==> src/rtl/regfile_banked_pkg.sv <==
// Shared constants for the register file, ALU and control unit:
// flag bit positions and default datapath geometry.
package regfile_pkg;
  localparam int FLAG_W    = 4;
  localparam int FLAG_Z    = 0;
  localparam int FLAG_N    = 1;
  localparam int FLAG_C    = 2;
  localparam int FLAG_V    = 3;
  localparam int DEF_WIDTH = 16;
  localparam int DEF_NREGS = 16;
endpackage

==> src/rtl/regfile_banked_flag_reg.sv <==
// N-bit status register with an independent load enable per bit and
// asynchronous clear.
module flag_reg #(
  parameter int N = 4
) (
  input  logic         clk,
  input  logic         reset,
  input  logic [N-1:0] ld,
  input  logic [N-1:0] d,
  output logic [N-1:0] q
);

  always_ff @(posedge clk or posedge reset) begin
    if (reset) begin
      q <= '0;
    end else begin
      for (int i = 0; i < N; i++) begin
        if (ld[i]) q[i] <= d[i];
      end
    end
  end

endmodule

==> src/rtl/regfile_banked.sv <==
// Two-bank register file: two combinational read ports, two write ports
// (B wins on collision), optional write-to-read bypass, bank swap, flags.
module regfile_banked
  import regfile_pkg::*;
#(
  parameter int WIDTH   = DEF_WIDTH,
  parameter int NREGS   = DEF_NREGS,
  parameter bit ZERO_R0 = 1'b1,
  parameter bit BYPASS  = 1'b1,
  localparam int AW     = $clog2(NREGS)
) (
  input  logic              clk,
  input  logic              reset,
  input  logic              we_a,
  input  logic              we_b,
  input  logic [AW-1:0]     wa_a,
  input  logic [AW-1:0]     wa_b,
  input  logic [WIDTH-1:0]  wd_a,
  input  logic [WIDTH-1:0]  wd_b,
  input  logic [AW-1:0]     ra1,
  input  logic [AW-1:0]     ra2,
  output logic [WIDTH-1:0]  rd1,
  output logic [WIDTH-1:0]  rd2,
  input  logic              bank_swap,
  output logic              bank_q,
  input  logic [FLAG_W-1:0] flag_ld,
  input  logic [FLAG_W-1:0] flag_d,
  output logic [FLAG_W-1:0] flag_q
);

  logic [WIDTH-1:0] mem [2][NREGS];
  logic             wen_a;
  logic             wen_b;
  logic [WIDTH-1:0] raw1;
  logic [WIDTH-1:0] raw2;

  // Writes to r0 are dropped outright when r0 is hardwired to zero,
  // so they can neither land in storage nor feed the bypass.
  assign wen_a = we_a && !(ZERO_R0 && (wa_a == '0));
  assign wen_b = we_b && !(ZERO_R0 && (wa_b == '0));

  always_ff @(posedge clk or posedge reset) begin
    if (reset) begin
      for (int b = 0; b < 2; b++) begin
        for (int i = 0; i < NREGS; i++) begin
          mem[b][i] <= '0;
        end
      end
      bank_q <= 1'b0;
    end else begin
      // Port B is assigned last so it takes the entry on an address collision.
      if (wen_a) mem[bank_q][wa_a] <= wd_a;
      if (wen_b) mem[bank_q][wa_b] <= wd_b;
      if (bank_swap) bank_q <= ~bank_q;
    end
  end

  function automatic logic [WIDTH-1:0] read_mux(
    input logic [WIDTH-1:0] raw,
    input logic [AW-1:0]    ra,
    input logic             byp_en,
    input logic             a_en,
    input logic [AW-1:0]    a_addr,
    input logic [WIDTH-1:0] a_data,
    input logic             b_en,
    input logic [AW-1:0]    b_addr,
    input logic [WIDTH-1:0] b_data
  );
    logic [WIDTH-1:0] v;
    v = raw;
    if (byp_en) begin
      if (a_en && (a_addr == ra)) v = a_data;
      if (b_en && (b_addr == ra)) v = b_data;
    end
    if (ZERO_R0 && (ra == '0)) v = '0;
    return v;
  endfunction

  assign raw1 = mem[bank_q][ra1];
  assign raw2 = mem[bank_q][ra2];

  // Bypass is suppressed during reset so rd reads zero while cleared.
  always_comb begin
    rd1 = read_mux(raw1, ra1, BYPASS && !reset, wen_a, wa_a, wd_a, wen_b, wa_b, wd_b);
    rd2 = read_mux(raw2, ra2, BYPASS && !reset, wen_a, wa_a, wd_a, wen_b, wa_b, wd_b);
  end

  flag_reg #(
    .N(FLAG_W)
  ) u_flags (
    .clk  (clk),
    .reset(reset),
    .ld   (flag_ld),
    .d    (flag_d),
    .q    (flag_q)
  );

endmodule
==> config.mk <==
export PLATFORM = sky130hd
export DESIGN_NAME = regfile_banked
export DESIGN_NICKNAME = d
export VERILOG_FILES = /design/src/rtl/regfile_banked_pkg.sv /design/src/rtl/regfile_banked_flag_reg.sv /design/src/rtl/regfile_banked.sv
export SDC_FILE = /design/constraint.sdc
export NUM_CORES = 2
export LEC_CHECK = 0
export CAP_MARGIN = 15
export CORE_ASPECT_RATIO = 1.25
export CORE_UTILIZATION = 57
export CTS_CLUSTER_DIAMETER = 60
export DETAILED_ROUTE_END_ITERATION = 7
export PLACE_DENSITY = 0.78
export SYNTH_ARGS = -nofsm -noshare
export SYNTH_HDL_FRONTEND = slang
export SYNTH_SLANG_ARGS = --single-unit
==> constraint.sdc <==
create_clock -name clk -period 29.1 [get_ports clk]
set_input_delay 5.82 -clock clk [delete_from_list [all_inputs] [get_ports clk]]
set_output_delay 5.82 -clock clk [all_outputs]
set_load 0.02 [all_outputs]
==> summary.txt <==
Timing
  • Final hold vios: 0
  • Final setup fails: 0
  • Layout Skew: approximately 18 ps
  • Final period utilization: 0.544
  • Slew @ Worst Pin: roughly 1100 ps
  • Total negative slack: 0 ps
  • Relative slew slack: 0.267
  • Fin crit period: roughly 16000 ps
  • Fmax: 63.2 MHz
  • Setup ws final: 13280 ps
  • Unrepaired setup endpoints after global routing: no
  • Slew Viols, Final: 0
  • Worst hold slack: 374 ps

Critical path
  • CP Data Required Time: roughly 23000 ps
  • Crit Path Class: in2out
  • Endpoint class of the critical path: output port
  • Critical path arrival: about 10000 ps
  • CP startpoint kind: primary input
  • CP max FO: 48

GRT
  • Pin count of the biggest net entering global routing: around 150
  • Total GRT Usage: 0.388
  • Vias in the first global route: 27051
  • First-pass GRT wire length: 170000 µm
  • Grt total ovfl: 0
  • Initial antenna violation count: 7

Run
  • Max Cap Viol: 0

Floorplanning
  • Die width: about 220 µm
  • Core Area: ~58000 µm²
  • Die Y: 272 µm
  • Initial Util: 0.579
  • IO Count: 98
  • # rows: around 100
  • Die ar.: ~60000 µm²

CTS
  • Clock tree sinks: between 500 and 600
  • Hold buffer count at CTS: 0
  • TritonCTS clock tree: built
  • Clk Latency, worst-skew pair: approximately 640 ps
  • Post_cts resized: 0
  • Clk slew on worst S/H paths: about 60 ps
  • Clk buf depth: 3
  • Total CTS buffers: 52
  • Clk root buf: clkbuf_16
  • Depth of the CTS H-tree: 2
  • Setup Fix Bufs, Post-CTS: 0

Synth
  • Synth Flop Type: dfrtp_1
  • Seq/Total Area, Yosys: 0.389
  • Synthesized flop and latch total: roughly 520
  • Synth Cell Area: ~33000 µm²
  • Avg Inst Size Synth: between 10 and 15 µm²
  • Gate Count Post-Synth: just over 3000
  • Number of flops mapped to enable cells by yosys: 0
  • Syn_nets: about 3200
  • Distinct cells, synth: 64
  • Asr flop ratio synth: 1.00
  • Yosys warning count: 0

Power and ir drop
  • Peak VDD IR: ~0.089 mV
  • NetSw: ~1.3 mW
  • Clock power frac: 0.197
  • Pwr/cell area: a little under 100 nW/µm²
  • Part of the power in registers: 0.379
  • Leakage power: about 15 nW
  • Int Pwr: approximately 2.3 mW
  • Comb pwr share: 0.424
  • Net Sw Frac: 0.362

Placement
  • IO buf count: 97
  • Placed Cells: between 3000 and 4000
  • Dpl ws: 13530 ps
  • GPL Wtd Cong: between 0.9 and 1
  • Hpwl dp: approximately 70000 µm

Layout
  • Synthesis-to-finish area growth: 8.11%
  • Fillers: roughly 4400
  • Nets@finish: 3013
  • Fraction of layout cells with a size suffix above 1: 0.173
  • Most frequent cells in the layout: mux2i_1 (551), dfrtp_1 (516), a21oi_1 (310)
  • Commonest non-fill, non-tap cell in the layout: mux2i_1
  • Fin cells: roughly 3700

Detailed routing
  • Residual DRC count: 0
  • Drt pass-1 iters: 6
  • Via-per-instance ratio: a little over 7
  • Via count: ~27000
  • DRT iter0 DRCs: between 3000 and 4000
  • Wirelength, routed: approximately 110000 µm
  • Avg WL per Cell: 30.2 µm
  • Post-DRT Antenna Nets: 0

Run status
  • Outcome: completed

Hold path
  • Min-Delay Path Class: reg2reg
## cell usage after synthesis, drive strengths merged (8+ instances only)
master	instances	area [µm²]
clkinv	10	37.5
nor2b	20	125
o41ai	11	96.3
buf	134	813
a221oi	8	70.1
nor2	325	1260
and3	26	168
o21ai	207	1040
mux2i	551	5520
clkbuf	259	972
o211a	11	110
xor2	9	78.8
mux4	277	6240
o221ai	10	87.6
nand2	237	890
dfrtp	517	12900
a22oi	23	173
nand2b	14	87.6
or3	8	50.1
nand3	8	40.0
xnor2	8	70.1
a21oi	310	1550
o211ai	12	90.1
o22a	21	184
## cell families after synthesis
family,synth area share
mux,0.355
simple gates,0.0875
compound gates,0.109
flops,0.389
buf+inv,0.0549
xor+xnor,0.00447
## cell type report
type / count / area (µm²) / area share
Clock buffer: 73 / 1490 / 0.0414
Tap cell: 750 / 938 / 0.0261
Multi-Input combinational cell: 2168 / 18600 / 0.516
Antenna cell: 3 / 7.51 / 0.000209
Clock inverter: 19 / 226 / 0.00629
Inverter: 11 / 48.8 / 0.00136
Sequential cell: 517 / 12900 / 0.360
Timing Repair Buffer: 202 / 1760 / 0.0488
## state kept, by name (all words and copies together) (netlist names)
signal,count
mem,512
bank_q,1
u_flags.q,4
## power groups by stage
stage | clock [mW] | combinational [mW] | sequential (mW)
2_1_floorplan | 0 | 1.14 | 1.23
3_3_place_gp | 0 | 1.41 | 1.30
3_5_place_dp | 0 | 1.46 | 1.34
4_1_cts | 0.698 | 1.47 | 1.33
5_1_grt | 0.725 | 1.59 | 1.38
6_report | 0.695 | 1.50 | 1.34
## worst max-delay path, cell delays in order
cell	delay, ps
buf_4	730
xor2_1	170
nor4_1	360
nand2_1	540
nand2_1	690
o22ai_1	190
a221oi_1	730
clkdlybuf4s50_1	740
## path summary, 6_finish.rpt
check                                         from                  to  slack, ps  depth (start not counted)
worst min-delay path            mem[510]$_DFF_PP0_  mem[510]$_DFF_PP0_        370                          0
worst max-delay path                        ra1[1]             rd1[14]      13280                          8
worst max register to register  bank_q$_DFFE_PP0P_  mem[216]$_DFF_PP0_      26200                          4
max in group asynchronous                    reset  mem[372]$_DFF_PP0_      20970                          4
worst min register to register  mem[510]$_DFF_PP0_  mem[510]$_DFF_PP0_        370                          0
min in group asynchronous                    reset  mem[507]$_DFF_PP0_       5840                          2
## per-layer routing
| metal | part of all wire | vias up | global-route usage | routed length (µm) |
|---|---|---|---|---|
| met5 | 0.00031 | - | 0 | 35 |
| met4 | 0.086 | 6 | 0.296 | 9780 |
| met3 | 0.12 | 633 | 0.0978 | 13700 |
| met2 | 0.46 | 2025 | 0.594 | 51800 |
| met1 | 0.33 | 13043 | 0.473 | 37700 |
| li1 | - | 11032 | - | - |
## metrics by stage
step	power [mW]	util	cell area (µm²)
4_1_cts	3.50	0.626	36000
6_report	3.54	0.626	36000
3_3_place_gp	2.71	0.596	34300
5_1_grt	3.69	0.626	36000
2_1_floorplan	2.37	-	33300
3_5_place_dp	2.80	0.596	34300
Power figures use the tool's default switching activity.
